**src/rtl/spi_host_fifo.sv**
```systemverilog
// Host-side byte sequencer for the SPI interface block: a TX FIFO feeds single-byte
// exchanges and each received byte is stored in an RX FIFO, with timeout protection.
module spi_host_fifo #(
    parameter int DEPTH   = 8,
    parameter int AW      = 3,
    parameter int TIMEOUT = 1023
) (
    input  logic          CLK,
    input  logic          CLR,
    input  logic          WR_EN,
    input  logic [7:0]    WR_DATA,
    output logic          TX_FULL,
    output logic [AW:0]   TX_COUNT,
    input  logic          RD_EN,
    output logic [7:0]    RD_DATA,
    output logic          RX_EMPTY,
    output logic [AW:0]   RX_COUNT,
    output logic          BUSY,
    output logic [1:0]    ERR,
    input  logic          ERR_CLR,
    output logic          SPI_WRITE,
    output logic          SPI_READ,
    output logic [7:0]    SPI_TX_DATA,
    input  logic [7:0]    SPI_RX_DATA,
    input  logic [7:0]    SPI_STATUS,
    output logic [2:0]    dbg_state
);

    typedef enum logic [2:0] {
        S_IDLE      = 3'd0,
        S_LOAD      = 3'd1,
        S_WAIT_BUSY = 3'd2,
        S_WAIT_DONE = 3'd3,
        S_READ      = 3'd4
    } state_t;

    localparam logic [AW:0] FULL_CNT  = (AW+1)'(DEPTH);
    localparam logic [9:0]  TMO_LIMIT = 10'(TIMEOUT);

    state_t        state;
    logic [9:0]    tmo_cnt;
    logic          spi_write_q;
    logic          spi_read_q;
    logic [7:0]    spi_tx_data_q;
    logic [1:0]    err_q;

    logic [7:0]    tx_mem [DEPTH];
    logic [AW-1:0] tx_wptr;
    logic [AW-1:0] tx_rptr;
    logic [AW:0]   tx_cnt;
    logic          tx_full;
    logic          tx_empty;
    logic          tx_push;
    logic          tx_pop;

    logic [7:0]    rx_mem [DEPTH];
    logic [AW-1:0] rx_wptr;
    logic [AW-1:0] rx_rptr;
    logic [AW:0]   rx_cnt;
    logic          rx_full;
    logic          rx_empty;
    logic          rx_push;
    logic          rx_pop;

    logic          in_wait;
    logic          tmo_hit;
    logic          unused_status;

    assign unused_status = ^SPI_STATUS[7:2];

    // Host handshake: a WR_EN cycle is accepted iff TX_FULL=0 (else dropped and flagged);
    // an RD_EN cycle consumes RD_DATA iff RX_EMPTY=0 (else ignored). Both act on the same edge.
    assign tx_full  = (tx_cnt == FULL_CNT);
    assign tx_empty = (tx_cnt == '0);
    assign tx_push  = WR_EN && !tx_full;
    assign tx_pop   = (state == S_LOAD);

    assign rx_full  = (rx_cnt == FULL_CNT);
    assign rx_empty = (rx_cnt == '0);
    assign rx_push  = (state == S_READ);
    assign rx_pop   = RD_EN && !rx_empty;

    assign in_wait  = (state == S_WAIT_BUSY) || (state == S_WAIT_DONE);
    assign tmo_hit  = in_wait && (tmo_cnt == TMO_LIMIT);

    always_ff @(posedge CLK) begin
        if (tx_push) begin
            tx_mem[tx_wptr] <= WR_DATA;
        end
    end

    always_ff @(posedge CLK or negedge CLR) begin
        if (!CLR) begin
            tx_wptr <= '0;
            tx_rptr <= '0;
            tx_cnt  <= '0;
        end else begin
            if (tx_push) begin
                tx_wptr <= tx_wptr + 1'b1;
            end
            if (tx_pop) begin
                tx_rptr <= tx_rptr + 1'b1;
            end
            case ({tx_push, tx_pop})
                2'b10:   tx_cnt <= tx_cnt + 1'b1;
                2'b01:   tx_cnt <= tx_cnt - 1'b1;
                default: tx_cnt <= tx_cnt;
            endcase
        end
    end

    always_ff @(posedge CLK) begin
        if (rx_push) begin
            rx_mem[rx_wptr] <= SPI_RX_DATA;
        end
    end

    always_ff @(posedge CLK or negedge CLR) begin
        if (!CLR) begin
            rx_wptr <= '0;
            rx_rptr <= '0;
            rx_cnt  <= '0;
        end else begin
            if (rx_push) begin
                rx_wptr <= rx_wptr + 1'b1;
            end
            if (rx_pop) begin
                rx_rptr <= rx_rptr + 1'b1;
            end
            case ({rx_push, rx_pop})
                2'b10:   rx_cnt <= rx_cnt + 1'b1;
                2'b01:   rx_cnt <= rx_cnt - 1'b1;
                default: rx_cnt <= rx_cnt;
            endcase
        end
    end

    // Launch only with a free RX slot: the host cannot fill RX, so READ always has room.
    always_ff @(posedge CLK or negedge CLR) begin
        if (!CLR) begin
            state         <= S_IDLE;
            tmo_cnt       <= '0;
            spi_write_q   <= 1'b0;
            spi_read_q    <= 1'b0;
            spi_tx_data_q <= '0;
        end else begin
            spi_write_q <= 1'b0;
            spi_read_q  <= 1'b0;
            case (state)
                S_IDLE: begin
                    if (!tx_empty && !rx_full && SPI_STATUS[0]) begin
                        state         <= S_LOAD;
                        spi_write_q   <= 1'b1;
                        spi_tx_data_q <= tx_mem[tx_rptr];
                    end
                end
                S_LOAD: begin
                    state   <= S_WAIT_BUSY;
                    tmo_cnt <= '0;
                end
                S_WAIT_BUSY: begin
                    if (tmo_hit) begin
                        state <= S_IDLE;
                    end else begin
                        tmo_cnt <= tmo_cnt + 1'b1;
                        if (!SPI_STATUS[0]) begin
                            state <= S_WAIT_DONE;
                        end
                    end
                end
                S_WAIT_DONE: begin
                    if (tmo_hit) begin
                        state <= S_IDLE;
                    end else begin
                        tmo_cnt <= tmo_cnt + 1'b1;
                        if (SPI_STATUS[1]) begin
                            state      <= S_READ;
                            spi_read_q <= 1'b1;
                        end
                    end
                end
                S_READ: begin
                    state <= S_IDLE;
                end
                default: begin
                    state <= S_IDLE;
                end
            endcase
        end
    end

    // Set events take priority over a same-cycle clear.
    always_ff @(posedge CLK or negedge CLR) begin
        if (!CLR) begin
            err_q <= '0;
        end else begin
            err_q <= (ERR_CLR ? 2'b00 : err_q) | {tmo_hit, WR_EN && tx_full};
        end
    end

    assign TX_FULL     = tx_full;
    assign TX_COUNT    = tx_cnt;
    assign RD_DATA     = rx_mem[rx_rptr];
    assign RX_EMPTY    = rx_empty;
    assign RX_COUNT    = rx_cnt;
    assign BUSY        = (state != S_IDLE);
    assign ERR         = err_q;
    assign SPI_WRITE   = spi_write_q;
    assign SPI_READ    = spi_read_q;
    assign SPI_TX_DATA = spi_tx_data_q;
    assign dbg_state   = state;

endmodule

```
**config.mk**
```make
export PLATFORM = sky130hd
export DESIGN_NAME = spi_host_fifo
export DESIGN_NICKNAME = d
export VERILOG_FILES = /design/src/rtl/spi_host_fifo.sv
export SDC_FILE = /design/constraint.sdc
export NUM_CORES = 1
export LEC_CHECK = 0
export BUFFER_PORTS_ARGS = -buffer_cell sky130_fd_sc_hd__buf_2
export CAP_MARGIN = 20
export CORE_MARGIN = 4
export CORE_UTILIZATION = 43
export DETAILED_ROUTE_END_ITERATION = 16
export GPL_ROUTABILITY_DRIVEN = 0
export HOLD_SLACK_MARGIN = 0.05
export SYNTH_ARGS = -nofsm -noshare
export SYNTH_HDL_FRONTEND = slang
export SYNTH_SLANG_ARGS = --single-unit
```
**constraint.sdc**
```tcl
create_clock -name CLK -period 2.5 [get_ports CLK]
set_clock_uncertainty 0.15 [all_clocks]
set_input_delay 0.25 -clock CLK [delete_from_list [all_inputs] [get_ports CLK]]
set_output_delay 0.25 -clock CLK [all_outputs]
set_load 0.01 [all_outputs]
```
==> metrics.md <==
| Metric | Value |
|---|---|
| First-pass GRT wire length | `between 20 and 25 mm` |
| Placed Instances | `approximately 720` |
| Layout cells sized above 1 | `32.4%` |
| Syn Std Cell Area | `7090 um2` |
| Sequential power share | `40.8%` |
| Worst skew pair latency | `around 0.43 ns` |
| Die area | `approximately 19,000 um2` |
| Power Dens Cells | `approximately 1100 nW/um2` |
| Hpwl dp | `approximately 9 mm` |
| Outcome | `finished clean` |
| Number of flops mapped to enable cells by yosys | `about 130` |
| Post-DR vias/cell | `a little over 5` |
| CP Data Required Time | `~2.1 ns` |
| Clk pin slew, worst setup/hold paths | `roughly 0.07 ns` |
| Instance count on the critical path | `4` |
| Total power | `0.00964 W` |
| Gate Count Post-Synth | `between 400 and 500` |
| Syn Area/Cell | `16.8 um2` |
| Hold Path Stages | `4` |
| Setup TNS | `0 ns` |
| Setup bufs post-CTS | `0` |
| Family with the most delay on the worst path | `multiplexers` |
| Final Setup Violations | `0` |
| Post-synthesis register bit count | `approximately 170` |
| I/O Pins | `between 60 and 70` |
| Slew @ Worst Pin | `approximately 1 ns` |
| Slew Limit Fails | `0` |
| Largest net degree at the start of global routing | `32` |
| First-pass DRT Iterations | `4` |
| P_int | `between 0.006 and 0.007 W` |
| WS Path Type | `register to primary output` |
| Worst Path Buf+Inv | `2` |
| Clk buf depth | `2` |
| Crit path DAT | `a little under 2 ns` |
| Switching share of power | `between 30% and 40%` |
| FMAX | `between 400 and 500 MHz` |
| Die Y-Extent | `between 100 and 150 um` |
| Final worst path period share | `about 95%` |
| Minimum clock period | `~2.4 ns` |
| Initial antenna violation count | `0` |
| All-layer global routing usage | `between 15 and 20%` |
| Initial DRC count | `207` |
| # H-tree levels | `4` |
| ANT cells | `0` |
| Worst setup SP type | `register` |
| Total gr overflow | `0` |
| Endpoint class of the critical path | `primary output` |
| Sequential cell area fraction in the yosys report | `70.1%` |
| Layout Nets | `583` |
| Max-slew headroom | `33.7%` |
| Final Non-Filler Cells | `about 770` |
| Comb power frac | `32.5%` |
| Die width | `136 um` |
| Number of max-cap violations | `0` |
| DR vias | `3,957` |
| Unique cell type count in the Yosys netlist | `46` |
| Hold Path Class | `input pin to register` |
| Most common cell after layout, fill and taps aside | `edfxtp_1` |
| Antenna Nets Post-Route | `0` |
| Post-Route WL | `~14 mm` |
| Vias in the first global route | `around 4,200` |
| Clk network pwr share | `26.8%` |
| Num CTS Buffers | `17` |
| Avg WL per Cell | `18.0 um` |
| Starting Density | `44.3%` |
| Final Hold Vio Count | `0` |
| Rows | `between 40 and 50` |
| VDD IR max | `0.000579 V` |
| CTS root buf | `clkbuf_16` |
| RSZ-0062 raised after global routing | `true` |
| Most frequent cells in the layout | `128 x edfxtp_1, 56 x buf_2, 45 x dfrtp_1` |
| Fin util | `a little over half` |
| Worst path max stage delay | `0.52 ns` |
| Synthesized Nets | `between 400 and 500` |
| Sw Pwr | `0.00316 W` |
| Crit-path max FO | `18` |
| I/O Buffers | `56` |
| Worst hold margin | `0.0972 ns` |
| Fill count | `between 1,000 and 1,500` |
| CTS tree | `built` |
| Post-route DRC | `0` |
| Area of the core | `approximately 16,000 um2` |
| CP max stage cell | `mux4_2` |
| Yosys synthesis warning count | `0` |
| Most common flop cell mapped by yosys | `edfxtp_1` |
| CP Cell Sequence | `buf_12 -> mux4_2 -> mux2_2 -> buf_2` |
| Asr flop ratio synth | `roughly a quarter` |
| Leak | `around 3.2 nW` |
| R2R depth | `8` |
| # clock sinks | `between 150 and 200` |
| Area Growth Syn to Fin | `22.8%` |
layout make-up:
type	instances	area, um2	area share [%]
Sequential cell	173	4970	57.0
Multi-Input combinational cell	222	2050	23.5
Timing Repair Buffer	114	783	8.99
Clock buffer	17	425	4.88
Tap cell	216	270	3.10
Clock inverter	15	166	1.91
Inverter	14	52.6	0.603
path summary, 6_finish.rpt:
kind	start	to	slack, ns
max	rx_rptr[0]	RD_DATA[2]	0.13
min	WR_EN	tx_wptr[1]	0.1
max reg2reg	dbg_state[0]	TX_COUNT[3]	0.16
min reg2reg	tmo_cnt[4]	tmo_cnt[4]	0.36
max in group asynchronous	CLR	tx_wptr[1]	1.26
min in group asynchronous	CLR	TX_COUNT[3]	0.29
state kept, by name, summed over array words and instances (netlist names):
signal / count
tx_rptr: 3
SPI_WRITE: 1
SPI_READ: 1
TX_COUNT: 4
tx_wptr: 3
rx_wptr: 3
tmo_cnt: 10
dbg_state: 3
ERR: 2
rx_mem: 64
RX_COUNT: 4
tx_mem: 64
rx_rptr: 3
SPI_TX_DATA: 8
synthesized netlist by cell type, types with 4 or more instances:
cell	instances	area, um2
a21oi_1	14	70.1
buf_1	4	15.0
buf_2	4	20.0
clkbuf_1	5	18.8
dfrtp_1	45	1130
edfxtp_1	128	3840
ha_1	11	138
inv_1	12	45.0
mux2_2	11	124
mux2i_1	11	110
mux4_2	32	721
nand2_1	30	113
nand2b_1	7	43.8
nand3_1	7	35.0
nor2_1	22	82.6
nor3_1	13	65.1
nor4_1	5	31.3
o21ai_0	8	40.0
xnor2_1	9	78.8
xor2_1	5	43.8
worst register-to-register path, cell delays in order (launching register included):
cell      delay (ns)
dfrtp_1         0.40
inv_1           0.07
or3_2           0.48
clkinv_1        0.11
ha_1            0.31
nor4bb_1        0.32
o21ai_0         0.16
o31ai_1         0.10
xor2_1          0.18
stage by stage:
step                cell area [um2]  setup WS (ns)
finish                         8710          0.127
global route                   8710        -0.0133
global placement               7890         0.0990
detailed placement             7890        -0.0950
floorplan                      7120         -0.104
CTS                            8700         0.0266
power groups by stage:
| stage | sequential, W | clock, W | combinational (W) |
|---|---|---|---|
| after floorplan | 0.00399 | 0 | 0.00202 |
| after global placement | 0.00395 | 0 | 0.00305 |
| after detailed placement | 0.00399 | 0 | 0.00315 |
| after CTS | 0.00393 | 0.00265 | 0.00319 |
| after global routing | 0.00399 | 0.00278 | 0.00347 |
| final | 0.00393 | 0.00258 | 0.00313 |
routing by layer:
metal / global-route usage, % / share of wire (%)
met2: 27.5 / 52
met4: 4.87 / 1.1
met3: 4.26 / 3.5
met1: 20.1 / 43
met5: 0 / 0
kinds of logic (layout without fill, tap and decap cells):
logic type / Yosys count / after routing / synth area share (%)
compound gates: 37 / 37 / 3.42
xor+xnor: 14 / 14 / 1.73
fa+ha+maj: 12 / 12 / 2.22
buf+inv: 28 / 160 / 1.66
flops: 173 / 173 / 70.1
mux: 54 / 54 / 13.5
simple gates: 105 / 105 / 7.46
timing repair:
action / CTS / global route
pin swaps: 1 / 0
cloned: 0 / 0
setup endpoints to repair: 1 / 3
hold endpoints to repair: 165 / 0
gates resized for setup: 1 / 4
hold buffers: 22 / 0
(Power assumes the default switching activity.)
